==> src/rtl/exponent_controller_if.sv <==
// ---------------------------------------------------------------------------
// exponent_controller_if
//   Avalon-MM slave bus between the host interconnect and the exponent
//   controller register file, plus the level interrupt back to the host.
//
//   address   : word register index (3 bits)
//   write     : write strobe, writedata valid with it
//   writedata : write data
//   read      : read strobe, readdata valid on the following cycle
//   readdata  : registered read data
//   irq       : level interrupt towards the host
// ---------------------------------------------------------------------------
interface exponent_controller_if #(
  parameter int DATA_W = 32
);
  logic [2:0]        address;
  logic              write;
  logic [DATA_W-1:0] writedata;
  logic              read;
  logic [DATA_W-1:0] readdata;
  logic              irq;

  modport master (
    output address, write, writedata, read,
    input  readdata, irq
  );

  modport slave (
    input  address, write, writedata, read,
    output readdata, irq
  );
endinterface

==> src/rtl/exponent_controller.sv <==
// ---------------------------------------------------------------------------
// exponent_controller
//   Register front-end that sequences one iterative exponent core
//   (result = base^exp) on behalf of the host. The host loads BASE/EXP and
//   writes START; the controller handshakes with the core, captures the
//   result and the operation length in cycles, and raises an interrupt.
//
//   clock      : system clock
//   reset      : synchronous, active-high reset
//   bus        : Avalon-MM slave (address/write/writedata/read/readdata/irq)
//   core_start : one-cycle start pulse to the core
//   core_x     : base operand, driven continuously from BASE
//   core_a     : exponent operand, driven continuously from EXP
//   core_p     : core result
//   core_ready : core idle / result-valid flag
//
//   Register map: 0 CTRL, 1 STATUS, 2 BASE, 3 EXP, 4 RESULT, 5 CYCLES,
//   6-7 read as zero.
// ---------------------------------------------------------------------------
module exponent_controller #(
  parameter int DATA_W         = 32,
  parameter int TIMEOUT_CYCLES = 65535
) (
  input  logic                 clock,
  input  logic                 reset,
  exponent_controller_if.slave bus,
  output logic                 core_start,
  output logic [DATA_W-1:0]    core_x,
  output logic [DATA_W-1:0]    core_a,
  input  logic [DATA_W-1:0]    core_p,
  input  logic                 core_ready
);

  localparam logic [DATA_W-1:0] ONE_W       = {{(DATA_W-1){1'b0}}, 1'b1};
  localparam logic [DATA_W-1:0] TIMEOUT_LIM = DATA_W'(TIMEOUT_CYCLES);
  localparam bit                TIMEOUT_EN  = (TIMEOUT_CYCLES != 32'sd0);

  typedef enum logic [2:0] {
    ST_IDLE      = 3'd0,
    ST_ISSUE     = 3'd1,
    ST_WAIT_LOW  = 3'd2,
    ST_WAIT_HIGH = 3'd3,
    ST_DONE      = 3'd4
  } state_t;

  state_t            state_r;
  state_t            state_s;

  logic [DATA_W-1:0] base_r;
  logic [DATA_W-1:0] exp_r;
  logic [DATA_W-1:0] result_r;
  logic [DATA_W-1:0] cycles_r;
  logic [DATA_W-1:0] count_r;
  logic [DATA_W-1:0] readdata_r;
  logic              irq_en_r;
  logic              done_r;
  logic              timeout_r;
  logic              irq_r;
  logic              core_start_r;

  logic              busy_s;
  logic              wr_ctrl_s;
  logic              start_req_s;
  logic              clear_req_s;
  logic              wr_base_s;
  logic              wr_exp_s;
  logic [DATA_W-1:0] cnt_inc_s;
  logic              timeout_hit_s;
  logic              start_accept_s;
  logic              issue_s;
  logic              capture_s;
  logic              abort_s;
  logic              finish_s;
  logic              count_en_s;
  logic [DATA_W-1:0] rd_mux_s;

  // BUSY is simply "an operation is in flight", so it cannot drift from the FSM.
  assign busy_s      = (state_r != ST_IDLE);
  assign wr_ctrl_s   = bus.write && (bus.address == 3'd0);
  assign start_req_s = wr_ctrl_s && bus.writedata[0];
  assign clear_req_s = wr_ctrl_s && bus.writedata[1];
  // Operands are frozen while busy so the core sees stable inputs.
  assign wr_base_s   = bus.write && (bus.address == 3'd2) && !busy_s;
  assign wr_exp_s    = bus.write && (bus.address == 3'd3) && !busy_s;

  // Saturating counter increment and timeout detection on the incremented value,
  // so an operation that would last TIMEOUT_CYCLES cycles is aborted instead.
  always_comb begin
    if (count_r == {DATA_W{1'b1}}) begin
      cnt_inc_s = count_r;
    end else begin
      cnt_inc_s = count_r + ONE_W;
    end
    timeout_hit_s = TIMEOUT_EN && (cnt_inc_s >= TIMEOUT_LIM);
  end

  // FSM state register.
  always_ff @(posedge clock) begin
    if (reset) begin
      state_r <= ST_IDLE;
    end else begin
      state_r <= state_s;
    end
  end

  // FSM next-state and per-cycle control strobes.
  always_comb begin
    state_s        = state_r;
    start_accept_s = 1'b0;
    issue_s        = 1'b0;
    capture_s      = 1'b0;
    abort_s        = 1'b0;
    finish_s       = 1'b0;
    count_en_s     = 1'b0;
    case (state_r)
      ST_IDLE: begin
        if (start_req_s) begin
          start_accept_s = 1'b1;
          state_s        = ST_ISSUE;
        end else begin
          state_s = ST_IDLE;
        end
      end
      ST_ISSUE: begin
        count_en_s = 1'b1;
        if (timeout_hit_s) begin
          abort_s = 1'b1;
          state_s = ST_IDLE;
        end else if (core_ready) begin
          issue_s = 1'b1;
          state_s = ST_WAIT_LOW;
        end else begin
          state_s = ST_ISSUE;
        end
      end
      ST_WAIT_LOW: begin
        count_en_s = 1'b1;
        if (timeout_hit_s) begin
          abort_s = 1'b1;
          state_s = ST_IDLE;
        end else if (!core_ready) begin
          state_s = ST_WAIT_HIGH;
        end else begin
          state_s = ST_WAIT_LOW;
        end
      end
      ST_WAIT_HIGH: begin
        count_en_s = 1'b1;
        if (timeout_hit_s) begin
          abort_s = 1'b1;
          state_s = ST_IDLE;
        end else if (core_ready) begin
          capture_s = 1'b1;
          state_s   = ST_DONE;
        end else begin
          state_s = ST_WAIT_HIGH;
        end
      end
      ST_DONE: begin
        finish_s = 1'b1;
        state_s  = ST_IDLE;
      end
      default: begin
        state_s = ST_IDLE;
      end
    endcase
  end

  // Host-writable registers: operands and interrupt enable.
  always_ff @(posedge clock) begin
    if (reset) begin
      base_r   <= '0;
      exp_r    <= '0;
      irq_en_r <= 1'b0;
    end else begin
      if (wr_base_s) begin
        base_r <= bus.writedata;
      end
      if (wr_exp_s) begin
        exp_r <= bus.writedata;
      end
      if (wr_ctrl_s) begin
        irq_en_r <= bus.writedata[2];
      end
    end
  end

  // DONE/TIMEOUT flags; later statements win, so a clear never masks a completion.
  always_ff @(posedge clock) begin
    if (reset) begin
      done_r    <= 1'b0;
      timeout_r <= 1'b0;
    end else begin
      if (clear_req_s || start_accept_s) begin
        done_r    <= 1'b0;
        timeout_r <= 1'b0;
      end
      if (finish_s) begin
        done_r <= 1'b1;
      end
      if (abort_s) begin
        done_r    <= 1'b1;
        timeout_r <= 1'b1;
      end
    end
  end

  // Operation cycle counter plus RESULT/CYCLES capture.
  always_ff @(posedge clock) begin
    if (reset) begin
      count_r  <= '0;
      result_r <= '0;
      cycles_r <= '0;
    end else begin
      if (start_accept_s) begin
        count_r <= '0;
      end else if (count_en_s) begin
        count_r <= cnt_inc_s;
      end
      if (capture_s) begin
        result_r <= core_p;
        cycles_r <= cnt_inc_s;
      end else if (abort_s) begin
        result_r <= '0;
        cycles_r <= cnt_inc_s;
      end
    end
  end

  // Registered core start pulse and level interrupt.
  always_ff @(posedge clock) begin
    if (reset) begin
      core_start_r <= 1'b0;
      irq_r        <= 1'b0;
    end else begin
      core_start_r <= issue_s;
      irq_r        <= done_r && irq_en_r;
    end
  end

  // Read-data selection; unmapped addresses and unused bits read as zero.
  always_comb begin
    rd_mux_s = '0;
    case (bus.address)
      3'd0:    rd_mux_s[2]   = irq_en_r;
      3'd1:    rd_mux_s[2:0] = {timeout_r, done_r, busy_s};
      3'd2:    rd_mux_s      = base_r;
      3'd3:    rd_mux_s      = exp_r;
      3'd4:    rd_mux_s      = result_r;
      3'd5:    rd_mux_s      = cycles_r;
      default: rd_mux_s      = '0;
    endcase
  end

  // readdata only moves on a read strobe and holds otherwise.
  always_ff @(posedge clock) begin
    if (reset) begin
      readdata_r <= '0;
    end else if (bus.read) begin
      readdata_r <= rd_mux_s;
    end
  end

  assign bus.readdata = readdata_r;
  assign bus.irq      = irq_r;
  assign core_start   = core_start_r;
  assign core_x       = base_r;
  assign core_a       = exp_r;

endmodule

==> src/flat_wrapper.sv <==
// flat-port wrapper written by rule: the top's interface ports become plain ports
module exponent_controller_flat 
#(
  parameter int DATA_W         = 32,
  parameter int TIMEOUT_CYCLES = 65535
)
  (clock, reset, core_start, core_x, core_a, core_p, core_ready, bus_address, bus_write, bus_writedata, bus_read, bus_readdata, bus_irq);
  exponent_controller_if #(.DATA_W(DATA_W)) bus_i ();
  input  logic clock;
  input  logic reset;
  output logic core_start;
  output logic [DATA_W-1:0] core_x;
  output logic [DATA_W-1:0] core_a;
  input  logic [DATA_W-1:0] core_p;
  input  logic core_ready;
  input wire logic [$bits(bus_i.address)-1:0] bus_address;
  input wire logic [$bits(bus_i.write)-1:0] bus_write;
  input wire logic [$bits(bus_i.writedata)-1:0] bus_writedata;
  input wire logic [$bits(bus_i.read)-1:0] bus_read;
  output wire logic [$bits(bus_i.readdata)-1:0] bus_readdata;
  output wire logic [$bits(bus_i.irq)-1:0] bus_irq;
  assign bus_i.address = bus_address;
  assign bus_i.write = bus_write;
  assign bus_i.writedata = bus_writedata;
  assign bus_i.read = bus_read;
  assign bus_readdata = bus_i.readdata;
  assign bus_irq = bus_i.irq;
  exponent_controller #(.DATA_W(DATA_W), .TIMEOUT_CYCLES(TIMEOUT_CYCLES)) u_core (.clock(clock), .reset(reset), .bus(bus_i), .core_start(core_start), .core_x(core_x), .core_a(core_a), .core_p(core_p), .core_ready(core_ready));
endmodule
==> config.mk <==
export PLATFORM = sky130hd
export DESIGN_NAME = exponent_controller_flat
export DESIGN_NICKNAME = d
export VERILOG_FILES = /design/src/rtl/exponent_controller_if.sv /design/src/rtl/exponent_controller.sv /design/src/flat_wrapper.sv
export SDC_FILE = /design/constraint.sdc
export NUM_CORES = 1
export LEC_CHECK = 0
export ABC_AREA = 1
export CAP_MARGIN = 25
export CORE_MARGIN = 5
export CORE_UTILIZATION = 47
export CTS_BUF_LIST = sky130_fd_sc_hd__clkbuf_16
export CTS_CLUSTER_SIZE = 30
export DETAILED_ROUTE_END_ITERATION = 10
export HOLD_SLACK_MARGIN = 0.03
export MAX_ROUTING_LAYER = met4
export PLACE_DENSITY = 0.73
export SYNTH_ARGS = -nofsm -noshare
export SYNTH_HDL_FRONTEND = slang
export SYNTH_SLANG_ARGS = --single-unit
==> constraint.sdc <==
create_clock -name clock -period 2.7 [get_ports clock]
set_clock_uncertainty 0.15 [all_clocks]
set_input_delay 0.27 -clock clock [delete_from_list [all_inputs] [get_ports clock]]
set_output_delay 0.27 -clock clock [all_outputs]
set_load 0.01 [all_outputs]
==> reports/metrics.csv <==
stage;metric;value;unit
finish;footprint of the multi-input gates;0.00483;sq mm
power_and_ir_drop;Psw;1570;uW
timing;RSZ-0062 raised after global routing;yes;
hold_path;WHS Path Cells;3;
power_and_ir_drop;logic gate share of total power;8.8;%
critical_path;CP Max Fanout;8;
yosys;ys flop type;dfxtp_1;
timing;relative slew slack;61.6;%
critical_path;crit end category;flop;
run_status;status;finished clean;
clocking;total CTS buffers;17;
timing;Fmax;372;MHz
critical_path;Worst EP required;2.92;ns
power_and_ir_drop;Clock Power Share;40.9;%
floorplan;Initial Util;47.4;%
finish;most frequent cells in the layout;276 x nand2_1, 177 x dfxtp_1, 168 x clkdlybuf4s50_1;
placement;area post-placement;0.0116;sq mm
job;Max-Cap Viols;0;
clocking;CTS H-tree lvls;4;
clocking;TritonCTS clock tree;done;
floorplan;Die Y;149;um
timing;final hold violation count;0;
critical_path;FF-to-FF Start;u_core.count_r[16]$_SDFFE_PP0N_;
hold_path;Worst Hold Endpoint;u_core.result_r[26]$_SDFFE_PP0P_;
critical_path;reg2reg end;u_core.result_r[1]$_SDFFE_PP0P_;
detailed_routing;WL final;31800;um
global_route;largest net degree at the start of global routing;66;
floorplan;DIE WIDTH;149;um
clocking;clock root buffer;clkbuf_16;
yosys;Cell variety after synth;38;
clocking;CTS max path bufs;2;
finish;nets@finish;1631;
critical_path;Top delay family on crit path;simple AND/OR/NAND/NOR gates;
yosys;Post-synth EDFFs;0;
detailed_routing;initial DRC count;960;
critical_path;Worst path max stage delay;0.39;ns
detailed_routing;Via density;5.35;
yosys;ys async rst share;0;%
power_and_ir_drop;register share of total power;50.4;%
hold_path;Hold Path Class;in2reg;
detailed_routing;routed via count;9823;
yosys;Synth Instances;1321;
yosys;Mapped Nets;1394;
hold_path;hold path startpoint;core_p[26];
placement;Place WS;-0.160;ns
yosys;Mapped Avg Cell Area;6.92;sq um
global_route;Overall Global Routing Usage;27.6;%
placement;I/O Buffers;169;
yosys;Yosys reg bits;200;
clocking;clk slew on worst S/H paths;0.07;ns
clocking;CTS Sinks;200;
power_and_ir_drop;Internal;4460;uW
detailed_routing;WL/cell;17.3;um
critical_path;CP dominant cell by count;nand2_2;
timing;Setup WS post-layout;0.0123;ns
floorplan;core area;0.0193;sq mm
floorplan;Die ar.;0.0223;sq mm
timing;Final Max Tran Viols;0;
timing;min Tclk post-route;2.69;ns
global_route;global-route wire length before repair;47300;um
finish;Seq. cell area;0.00406;sq mm
power_and_ir_drop;Sw Ratio;26.0;%
placement;GPL Wtd Cong;0.989;
timing;Worst Max-Slew Pin Slew;0.575;ns
floorplan;number of I/O pins;170;
finish;share of cells above drive strength 1;20.7;%
critical_path;Worst R2R Path Depth;19;
yosys;Yosys warnings;0;
detailed_routing;drt drc;0;
global_route;initial antenna violation count;1;
finish;commonest non-fill, non-tap cell in the layout;nand2_1;
placement;post-DP HPWL;22700;um
finish;Final Instance Area;0.0131;sq mm
timing;Final Setup Violations;0;
detailed_routing;first drt pass iteration count;5;
critical_path;reg2reg setup slack;0.01;ns
critical_path;crit-path cells;nand2_1, nor2_2, buf_4, nand2_2, nor2_2, nand2_1, nand2_1, nand2_2, nor2_2, nand2_2, nor2_4, nand2_2, nor2_4, nand4_4, nor2_4, buf_12, clkbuf_16, nand2_2, o21ai_1;
finish;synth-to-layout area growth;42.8;%
clocking;Worst-Skew Late Latency;0.44;ns
critical_path;CP max-delay cell;dfxtp_4;
yosys;sequential share of the synthesized area;43.8;%
detailed_routing;DRT antenna net count;0;
floorplan;std cell rows;51;
timing;period utilization;99.5;%
critical_path;critical path class;reg2reg;
critical_path;nature of the critical path startpoint;flop;
global_route;total gr overflow;0;
power_and_ir_drop;Leak;0.00523;uW
yosys;synthesized area;0.00914;sq mm
power_and_ir_drop;VDD IR max;0.000453;V
critical_path;worst path bufs/invs;3;
global_route;vias in the first global route;8688;
finish;fill cell total of the finished layout;1645;
critical_path;Arr. time, crit path;2.90;ns
power_and_ir_drop;PwrDens;461;mW/mm^2
tightest hold or removal path, cell delays in order:
cell             delay (ns)
clkdlybuf4s50_1        0.40
nand2_1                0.06
o21ai_1                0.05
registers in the layout, summed over array words and instances (netlist names):
name                 cells
u_core.bus.irq           1
u_core.bus.readdata     32
u_core.core_a           32
u_core.core_start        1
u_core.core_x           32
u_core.count_r          32
u_core.cycles_r         32
u_core.done_r            1
u_core.irq_en_r          1
u_core.result_r         32
u_core.state_r           3
u_core.timeout_r         1
power by group through the flow:
stage	sequential [uW]	combinational [uW]	clock, uW
floorplan	3120	192	0
global placement	3110	497	0
detailed placement	3110	501	0
CTS	3040	506	2480
global route	3040	567	2640
finish	3030	527	2460
how the worst max path moves through the flow:
stage	startpoint	to	cells past startpoint
2_1_floorplan	u_core.count_r[0]$_SDFFE_PP0N_	u_core.cycles_r[2]$_SDFFE_PP0P_	17
3_3_place_gp	u_core.count_r[16]$_SDFFE_PP0N_	u_core.cycles_r[27]$_SDFFE_PP0P_	18
3_5_place_dp	u_core.count_r[1]$_SDFFE_PP0N_	u_core.result_r[16]$_SDFFE_PP0P_	17
4_1_cts	u_core.count_r[14]$_SDFFE_PP0N_	u_core.result_r[16]$_SDFFE_PP0P_	18
5_1_grt	u_core.count_r[1]$_SDFFE_PP0N_	u_core.cycles_r[11]$_SDFFE_PP0P_	19
6_report	u_core.count_r[16]$_SDFFE_PP0N_	u_core.result_r[1]$_SDFFE_PP0P_	19
cells by family after synthesis:
family / count (synthesis) / share of synthesized area, %
buf+inv: 193 / 8.87
simple gates: 589 / 26.9
xor+xnor: 10 / 0.959
compound gates: 328 / 19.3
fa+ha+maj: 1 / 0.137
flops: 200 / 43.8
Yosys cell counts, drive strengths merged, types with 9 or more instances:
cell type | count | area share (%)
o21ai | 161 | 8.8
dfxtp | 200 | 44
nor2 | 168 | 7.4
nand2 | 340 | 14
nand3 | 47 | 2.8
o22ai | 18 | 1.2
nand4 | 13 | 1.1
nand3b | 10 | 0.82
inv | 117 | 4.8
buf | 21 | 1.8
nor3 | 9 | 0.49
a21oi | 119 | 6.5
clkbuf | 51 | 2.1
a22o | 11 | 1.1
per-stage QoR:
| stage | hold slack (ns) | power [uW] | util, % | instances | TNS, ns |
|---|---|---|---|---|---|
| finish | 0.227 | 6020 | 67.7 | 1836 | 0 |
| global route | 0.225 | 6250 | 67.7 | 1836 | -5.39 |
| CTS | 0.223 | 6020 | 63.7 | 1818 | 0 |
| detailed placement | 0.295 | 3610 | 60.3 | 1782 | -6.49 |
| global placement | 0.298 | 3600 | 60.3 | 1782 | -6.84 |
| floorplan | 0.233 | 3310 | - | 1321 | 0 |
timing repair:
item	4_1_cts	5_1_grt
gates resized for setup	19	202
setup endpoints to repair	66	67
hold buffers	1	0
pin swaps	2	40
buffers inserted	3	12
gates cloned	1	6
hold endpoints to repair	3	0
per-layer routing:
layer	vias to the layer above	track usage, %	routed length (um)
li1	4787	-	-
met1	4565	37.6	13500
met2	407	43.1	14800
met3	64	4.39	2700
met4	0	7.05	841
met5	-	-	0
final cells by class:
cell class	count	share of cell area (%)
clock buffer	17	3.26
multi-input combinational	929	37.0
timing repair buffer	289	21.6
inverter	121	3.50
clock inverter	14	1.04
tap	265	2.54
sequential	200	31.1
antenna	1	0.0192
Power figures use the tool's default switching activity.
